==> config.mk <==
export PLATFORM = sky130hd
export DESIGN_NAME = alu_wb_flat
export DESIGN_NICKNAME = d
export VERILOG_FILES = /design/src/rtl/alu_wb_if.sv /design/src/rtl/alu_wb.sv /design/src/flat_wrapper.sv
export SDC_FILE = /design/constraint.sdc
export NUM_CORES = 1
export LEC_CHECK = 0
export ABC_AREA = 1
export BUFFER_PORTS_ARGS = -buffer_cell sky130_fd_sc_hd__buf_2
export CORE_MARGIN = 8
export CORE_UTILIZATION = 28
export DETAILED_ROUTE_END_ITERATION = 8
export GPL_ROUTABILITY_DRIVEN = 1
export PLACE_DENSITY = 0.46
export SLEW_MARGIN = 15
export SYNTH_ARGS = -nofsm -noshare
export SYNTH_HDL_FRONTEND = slang
export SYNTH_SLANG_ARGS = --single-unit
export TNS_END_PERCENT = 10
==> constraint.sdc <==
create_clock -name clk -period 2.3 [get_ports clk]
set_input_delay 0.115 -clock clk [delete_from_list [all_inputs] [get_ports clk]]
set_output_delay 0.115 -clock clk [all_outputs]
set_load 0.05 [all_outputs]
==> src/rtl/alu_wb_if.sv <==
// Writeback handshake bundle: upstream ALU result channel plus downstream
// register-file channel.
interface alu_wb_if #(
    parameter int DW = 16,
    parameter int RW = 3
);
    logic          in_valid;
    logic          in_ready;
    logic [DW-1:0] in_r;
    logic          in_z;
    logic          in_n;
    logic          in_c;
    logic [RW-1:0] in_rd;
    logic          in_we;
    logic          in_fe;
    logic          out_valid;
    logic          out_ready;
    logic [DW-1:0] out_r;
    logic [RW-1:0] out_rd;
    logic          out_we;

    modport master (
        output in_valid, in_r, in_z, in_n, in_c, in_rd, in_we, in_fe, out_ready,
        input  in_ready, out_valid, out_r, out_rd, out_we
    );

    modport slave (
        input  in_valid, in_r, in_z, in_n, in_c, in_rd, in_we, in_fe, out_ready,
        output in_ready, out_valid, out_r, out_rd, out_we
    );
endinterface

==> src/rtl/alu_wb.sv <==
// ALU writeback stage: 2-entry result FIFO toward the register file, the
// architectural flag register with condition evaluation, and a retire counter.
module alu_wb #(
    parameter int DW = 16,
    parameter int RW = 3
) (
    input  logic       clk,
    input  logic       rst_n,
    alu_wb_if.slave    bus,
    input  logic [2:0] cond,
    output logic       cond_true,
    output logic [2:0] flags,
    output logic [7:0] retire_cnt
);
    typedef enum logic [1:0] {
        EMPTY = 2'd0,
        ONE   = 2'd1,
        FULL  = 2'd2
    } state_e;

    state_e        state_q, state_d;
    logic          wr_ptr_q, rd_ptr_q;
    logic [DW-1:0] r_q  [2];
    logic [RW-1:0] rd_q [2];
    logic          we_q [2];
    logic [2:0]    flags_q;
    logic [7:0]    retire_q;
    logic          push, pop;

    // Handshake readiness depends only on registered state, never on out_ready.
    assign bus.in_ready  = (state_q != FULL);
    assign bus.out_valid = (state_q != EMPTY);
    assign push          = bus.in_valid && bus.in_ready;
    assign pop           = bus.out_valid && bus.out_ready;

    assign bus.out_r  = r_q[rd_ptr_q];
    assign bus.out_rd = rd_q[rd_ptr_q];
    assign bus.out_we = we_q[rd_ptr_q];

    assign flags      = flags_q;
    assign retire_cnt = retire_q;

    always_ff @(posedge clk or negedge rst_n) begin
        if (!rst_n) begin
            state_q <= EMPTY;
        end else begin
            state_q <= state_d;
        end
    end

    always_comb begin
        state_d = state_q;
        unique case (state_q)
            EMPTY: if (push && !pop) state_d = ONE;
            ONE: begin
                if (push && !pop)      state_d = FULL;
                else if (!push && pop) state_d = EMPTY;
            end
            FULL:  if (!push && pop) state_d = ONE;
            default: state_d = EMPTY;
        endcase
    end

    always_ff @(posedge clk or negedge rst_n) begin
        if (!rst_n) begin
            wr_ptr_q <= 1'b0;
            rd_ptr_q <= 1'b0;
            r_q[0]   <= '0;
            r_q[1]   <= '0;
            rd_q[0]  <= '0;
            rd_q[1]  <= '0;
            we_q[0]  <= 1'b0;
            we_q[1]  <= 1'b0;
            flags_q  <= 3'b000;
            retire_q <= 8'd0;
        end else begin
            if (push) begin
                r_q[wr_ptr_q]  <= bus.in_r;
                rd_q[wr_ptr_q] <= bus.in_rd;
                we_q[wr_ptr_q] <= bus.in_we;
                wr_ptr_q       <= ~wr_ptr_q;
                // Flags only follow accepted results; a stalled in_fe is dropped.
                if (bus.in_fe) begin
                    flags_q <= {bus.in_z, bus.in_n, bus.in_c};
                end
            end
            if (pop) begin
                rd_ptr_q <= ~rd_ptr_q;
                retire_q <= retire_q + 8'd1;
            end
        end
    end

    // flags_q is {z, n, c}
    always_comb begin
        cond_true = 1'b0;
        unique case (cond)
            3'b000: cond_true = 1'b1;
            3'b001: cond_true = flags_q[2];
            3'b010: cond_true = !flags_q[2];
            3'b011: cond_true = flags_q[1];
            3'b100: cond_true = !flags_q[1];
            3'b101: cond_true = flags_q[0];
            3'b110: cond_true = !flags_q[0];
            3'b111: cond_true = 1'b0;
            default: cond_true = 1'b0;
        endcase
    end
endmodule
==> src/flat_wrapper.sv <==
// flat-port wrapper written by rule: the top's interface ports become plain ports
module alu_wb_flat 
#(
    parameter int DW = 16,
    parameter int RW = 3
)
  (clk, rst_n, cond, cond_true, flags, retire_cnt, bus_in_valid, bus_in_r, bus_in_z, bus_in_n, bus_in_c, bus_in_rd, bus_in_we, bus_in_fe, bus_out_ready, bus_in_ready, bus_out_valid, bus_out_r, bus_out_rd, bus_out_we);
  alu_wb_if #(.DW(DW), .RW(RW)) bus_i ();
  input  logic clk;
  input  logic rst_n;
  input  logic [2:0] cond;
  output logic cond_true;
  output logic [2:0] flags;
  output logic [7:0] retire_cnt;
  input wire logic [$bits(bus_i.in_valid)-1:0] bus_in_valid;
  input wire logic [$bits(bus_i.in_r)-1:0] bus_in_r;
  input wire logic [$bits(bus_i.in_z)-1:0] bus_in_z;
  input wire logic [$bits(bus_i.in_n)-1:0] bus_in_n;
  input wire logic [$bits(bus_i.in_c)-1:0] bus_in_c;
  input wire logic [$bits(bus_i.in_rd)-1:0] bus_in_rd;
  input wire logic [$bits(bus_i.in_we)-1:0] bus_in_we;
  input wire logic [$bits(bus_i.in_fe)-1:0] bus_in_fe;
  input wire logic [$bits(bus_i.out_ready)-1:0] bus_out_ready;
  output wire logic [$bits(bus_i.in_ready)-1:0] bus_in_ready;
  output wire logic [$bits(bus_i.out_valid)-1:0] bus_out_valid;
  output wire logic [$bits(bus_i.out_r)-1:0] bus_out_r;
  output wire logic [$bits(bus_i.out_rd)-1:0] bus_out_rd;
  output wire logic [$bits(bus_i.out_we)-1:0] bus_out_we;
  assign bus_i.in_valid = bus_in_valid;
  assign bus_i.in_r = bus_in_r;
  assign bus_i.in_z = bus_in_z;
  assign bus_i.in_n = bus_in_n;
  assign bus_i.in_c = bus_in_c;
  assign bus_i.in_rd = bus_in_rd;
  assign bus_i.in_we = bus_in_we;
  assign bus_i.in_fe = bus_in_fe;
  assign bus_i.out_ready = bus_out_ready;
  assign bus_in_ready = bus_i.in_ready;
  assign bus_out_valid = bus_i.out_valid;
  assign bus_out_r = bus_i.out_r;
  assign bus_out_rd = bus_i.out_rd;
  assign bus_out_we = bus_i.out_we;
  alu_wb #(.DW(DW), .RW(RW)) u_core (.clk(clk), .rst_n(rst_n), .bus(bus_i), .cond(cond), .cond_true(cond_true), .flags(flags), .retire_cnt(retire_cnt));
endmodule
# After elaboration in Yosys (flattened, before gate mapping)
# Index checks and enable logic that the tools add are counted.
[word_totals]
ff_bits = 55
latch_bits = 0
mem_bits_rw = 0
mem_bits_ro = 0
in_bits = 31
out_inout_bits = 34
wordCells = 71
memories = 0
[op_classes]
n_addsub = 1
n_mul = 0
div_mod_pow = 0
order_cmp = 3
n_eq_ne = 13
shifts = 0
muxes = 24
n_bitwise = 4
reduce_logical = 15
[ops]
columns = ["op", "n"]
rows = [
  ["$mux 16", 4],
  ["$bwmux 32", 1],
  ["$demux 16 s1", 1],
  ["$eq 3x3->1 const B", 4],
  ["$mux 3", 4],
  ["$add 8x1->8 const B", 1],
  ["$mux 2", 4],
  ["$pmux 1 s8", 1],
  ["$bwmux 6", 1],
  ["$eq 3x2->1 const B", 2],
  ["$pmux 2 s3", 1],
  ["$logic_and 1x1->1", 5],
  ["$logic_not 1->1", 5],
  ["$ge 2x2->1 const B", 2],
  ["$mux 1", 4],
  ["$ne 2x1->1 const B", 2],
  ["$not 1->2", 2],
  ["$demux 3 s1", 1],
  ["$eq 3x1->1 const B", 1],
  ["$logic_not 3->1", 1],
  ["$ne 3x1->1 const B", 1],
  ["$reduce_and 3->1", 1],
  ["$bwmux 2", 1],
  ["$eq 2x1->1 const B", 1],
  ["8 further kinds", 9],
]

# Longest topological paths before layout
[logic_depth]
ltp_word = 7
mapped_depth = 8

# Worst setup path after synthesis
# No wires, ideal clock.
[synth_timing]
path_kind = "reg-to-reg"
startpoint = "reg u_core.state_q[1]"
endpoint = "reg u_core.r_q[26] in the netlist's numbering"
arrival_ns = 1.328
slack_ns = 0.855
stages_incl_launch_ff = 8
path_buffers = 2
period_less_slack_ns = 1.445
path_cell_list = "dfrtp_1 > nand2_2 > nand2_2 > or2_1 > buf_6 > buf_6 > nand2_1 > o21ai_2"
[synth_via]
elab_chain_cells = 2
[synth_rtl]
columns = ["element", "line", "text"]
rows = [
  ["start: declaration", "alu_wb.sv:21", "state_e state_q, state_d;"],
  ["start signal: assignment", "alu_wb.sv:47", "state_q <= state_d;"],
  ["$ne 2x2->1", "alu_wb.sv:31", "assign bus.in_ready = (state_q != FULL);"],
  ["net bus_in_ready", "flat_wrapper.sv:24", "output wire logic [$bits(bus_i.in_ready)-1:0] bus_in_ready;"],
  ["$logic_and 1x1->1", "alu_wb.sv:33", "assign push = bus.in_valid && bus.in_ready;"],
  ["end signal: indexed assignment", "alu_wb.sv:78", "r_q[wr_ptr_q] <= bus.in_r;"],
  ["end: declaration", "alu_wb.sv:23", "logic [DW-1:0] r_q [2];"],
]
# The timed path passes the listed nets, and every way through them passes these cells.
# A chain may end at the register's enable or synchronous reset.

# Worst setup path after layout
[layout_timing]
startpoint = "reg u_core.rd_ptr_q"
endpoint = "out bus_out_r[8]"
[layout_via]
elab_chain_cells = 4
[layout_rtl]
columns = ["element", "line", "text"]
rows = [
  ["start: declaration", "alu_wb.sv:22", "logic wr_ptr_q, rd_ptr_q;"],
  ["start signal: assignment", "alu_wb.sv:88", "rd_ptr_q <= ~rd_ptr_q;"],
  ["$not 1->2 (not written as such)", "alu_wb.sv:36", "assign bus.out_r = r_q[rd_ptr_q];"],
  ["$mux 16 (not written as such) (3 in a row)", "alu_wb.sv:36", ""],
  ["end: declaration", "flat_wrapper.sv:26", "output wire logic [$bits(bus_i.out_r)-1:0] bus_out_r;"],
]
# No other way between the ends. The select of a mux whose other input is x is not followed.

==> metrics <==
Fmax=538 MHz; register bit total from synthesis=55; detailed-route wire length per cell=12.4 um; Cell Area, Placed=3010 um^2; Clock Tree Root=clkbuf_8; synth warn=0; WHS=0.0374 ns; CTS tree=yes; H-tree depth=2; Post-DRT Antenna Nets=0; Final HPWL DP=4.46 mm; Initial Util=28.3%; final core occ=34.2%; FP Rows=35; origin of the worst setup path=u_core.rd_ptr_q; worst vdd ir=0.479 mV; DR vias/cell=4.23; area share of the largest cell type after synthesis=53.3%; # fillers=1007; Chip Width=112 um; Port Buffer Count=64; final hold violations=0; IO Pins=65; post-route cell area=3110 um^2; 1st-iter DRT viols=52; DRT Pass-1 Iters=4; R2R setup slack=0.78 ns; CTS Buf Count=5; Final Max Slew Viols=0; Setup TNS=0 ns; Layout Nets=410; worst r2r src=u_core.state_q[1]; top post-synthesis cells by area=dfrtp_1 53%, nand2_1 19%, o21ai_2 6.8%, inv_1 4.8%, o21ai_0 4.1%; Clock Sinks=55; Worst-path clk slew=0.10 ns; Leakage=0.00172 uW; area grow syn2layout=20.6%; Inst Count DP=481; reg2reg path depth=7; RR Endpoint=u_core.r_q[15]; Slew headroom=47.1%; Die Y=112 um; Final Instance Count excl. Fillers=490; Yosys cell types=21; Syn Std Cell Area=2580 um^2; # DRC=0; initial antenna violation count=0; hold path start=bus_in_c; footprint of the multi-input gates=987 um^2; Critical Path RT=2.18 ns; hold endpoint=u_core.flags[0]; min Tclk post-route=1.86 ns; Syn Area/Cell=8.30 um^2; core area=9110 um^2; Clock Tree Buf Depth=2; CP arrival=1.74 ns; Hold WC Path Type=input pin to flip-flop; max-cap viol count=0; fraction of layout instances using a drive strength above 1=28.0%; crit start category=flip-flop; total grt overflow=0; first-pass GRT wire length=10.4 mm; clock skew=0.0114 ns; critical path class=flip-flop to primary output; Synth area leader=dfrtp_1; Sequential Area=1380 um^2; total number of vias=2074; final period utilization=80.9%; critical path endpoint category=primary output; Post-CTS Setup Repair Bufs=0; clk_lat worst skew=0.31 ns; WHS Path Cells=3; final setup fails=0; largest net degree at the start of global routing=33; Power Dens Cells=1480 nW/um^2; Cells after Synth=311; Die ar.=12500 um^2; RSZ-0062 raised after global routing=no; Tot GR Track Use=10.0%; status=finished clean; worst-margin pin slew=0.793 ns; RePlAce Congestion=0.732; vias in the first global route=2170; syn_nets=343; sequential fraction of the synthesis area=53.3%; ANT cells=0; worst-path fanout max=21; final wirelength=6.09 mm
-- metal layers --
metal  GRT usage [%]  vias to the layer above  wire, um
li1                -                     1091         -
met1            12.0                      939      2920
met2            17.0                       39      2810
met3            2.87                        5       305
met4            2.97                        0        61
met5               0                        -         0
-- cells in the mapped netlist --
cell	n
a21oi_1	1
nand3_1	8
nand4_1	4
or2_1	1
o21ai_0	21
or2_2	2
inv_2	1
o21ai_1	1
ha_1	1
dfrtp_1	55
nand2_1	133
o21ai_2	20
buf_2	2
inv_1	33
nand3b_1	2
clkbuf_1	6
xor2_1	4
nand2_2	2
nor2_1	8
xnor2_1	1
buf_6	5
-- power by group --
group / switching [uW] / total (uW) / internal [uW]
Sequential: 252 / 1600 / 1350
Combinational: 1840 / 2450 / 604
Clock: 338 / 558 / 219
Total: 2440 / 4610 / 2170
-- cell type report --
class,count,share of cell area (%)
sequential,55,44.2
inverter,34,4.10
clock buffer,5,2.21
timing repair buffer,73,12.5
clock inverter,3,0.724
multi-input combinational,209,31.7
tap,111,4.46
-- logic make-up after synthesis --
group	share of synthesized area, %
buf+inv	8.39
xor+xnor	1.70
flops	53.3
compound gates	11.3
fa+ha+maj	0.485
simple gates	24.8
-- registers in the layout (all words and copies together) (netlist names) --
signal,cells
u_core.we_q,2
u_core.state_q,2
u_core.rd_q,6
u_core.retire_cnt,8
u_core.r_q,32
u_core.flags,3
u_core.rd_ptr_q,1
u_core.wr_ptr_q,1
-- worst max-delay path, stage by stage (launching register included) --
cell,delay [ns]
dfrtp_1,0.38
inv_1,0.58
nand2_1,0.14
nand2_1,0.09
buf_2,0.26
-- how the worst max path moves through the flow --
stage	endpoint	cells after the start	slack [ns]
floorplan	u_core.r_q[26]	7	0.85
detailed placement	bus_out_r[9]	4	0.71
CTS	bus_out_r[9]	4	0.35
global placement	bus_out_r[9]	4	0.70
finish	bus_out_r[8]	4	0.44
global route	bus_out_r[8]	4	0.27
-- timing repair --
| item | 4_1_cts | 5_1_grt |
|---|---|---|
| gates resized for setup | 0 | 0 |
| hold buffers | 1 | 0 |
| endpoints found under the hold margin | 30 | 0 |
-- layout by cell type (no fill, tap or decap) --
cell           instances
a21oi_1                1
buf_2                 64
buf_4                  8
clkbuf_8               5
clkinv_2               1
clkinv_4               1
dfrtp_1               55
dlygate4sd3_1          1
ha_1                   1
inv_1                 33
inv_2                  1
inv_6                  1
nand2_1              133
nand2_2                2
nand3_1                8
nand3b_1               2
nand4_1                4
nor2_1                 8
o21ai_0               21
o21ai_1                1
o21ai_2               20
or2_2                  3
xnor2_1                1
xor2_1                 4
-- per-stage QoR --
stage | worst slack (ns) | total power, uW
floorplan | 0.855 | 3520
global placement | 0.695 | 4110
detailed placement | 0.708 | 4120
CTS | 0.347 | 4700
global route | 0.273 | 4950
finish | 0.440 | 4610
Note: power is estimated with default switching activity, not from simulation.
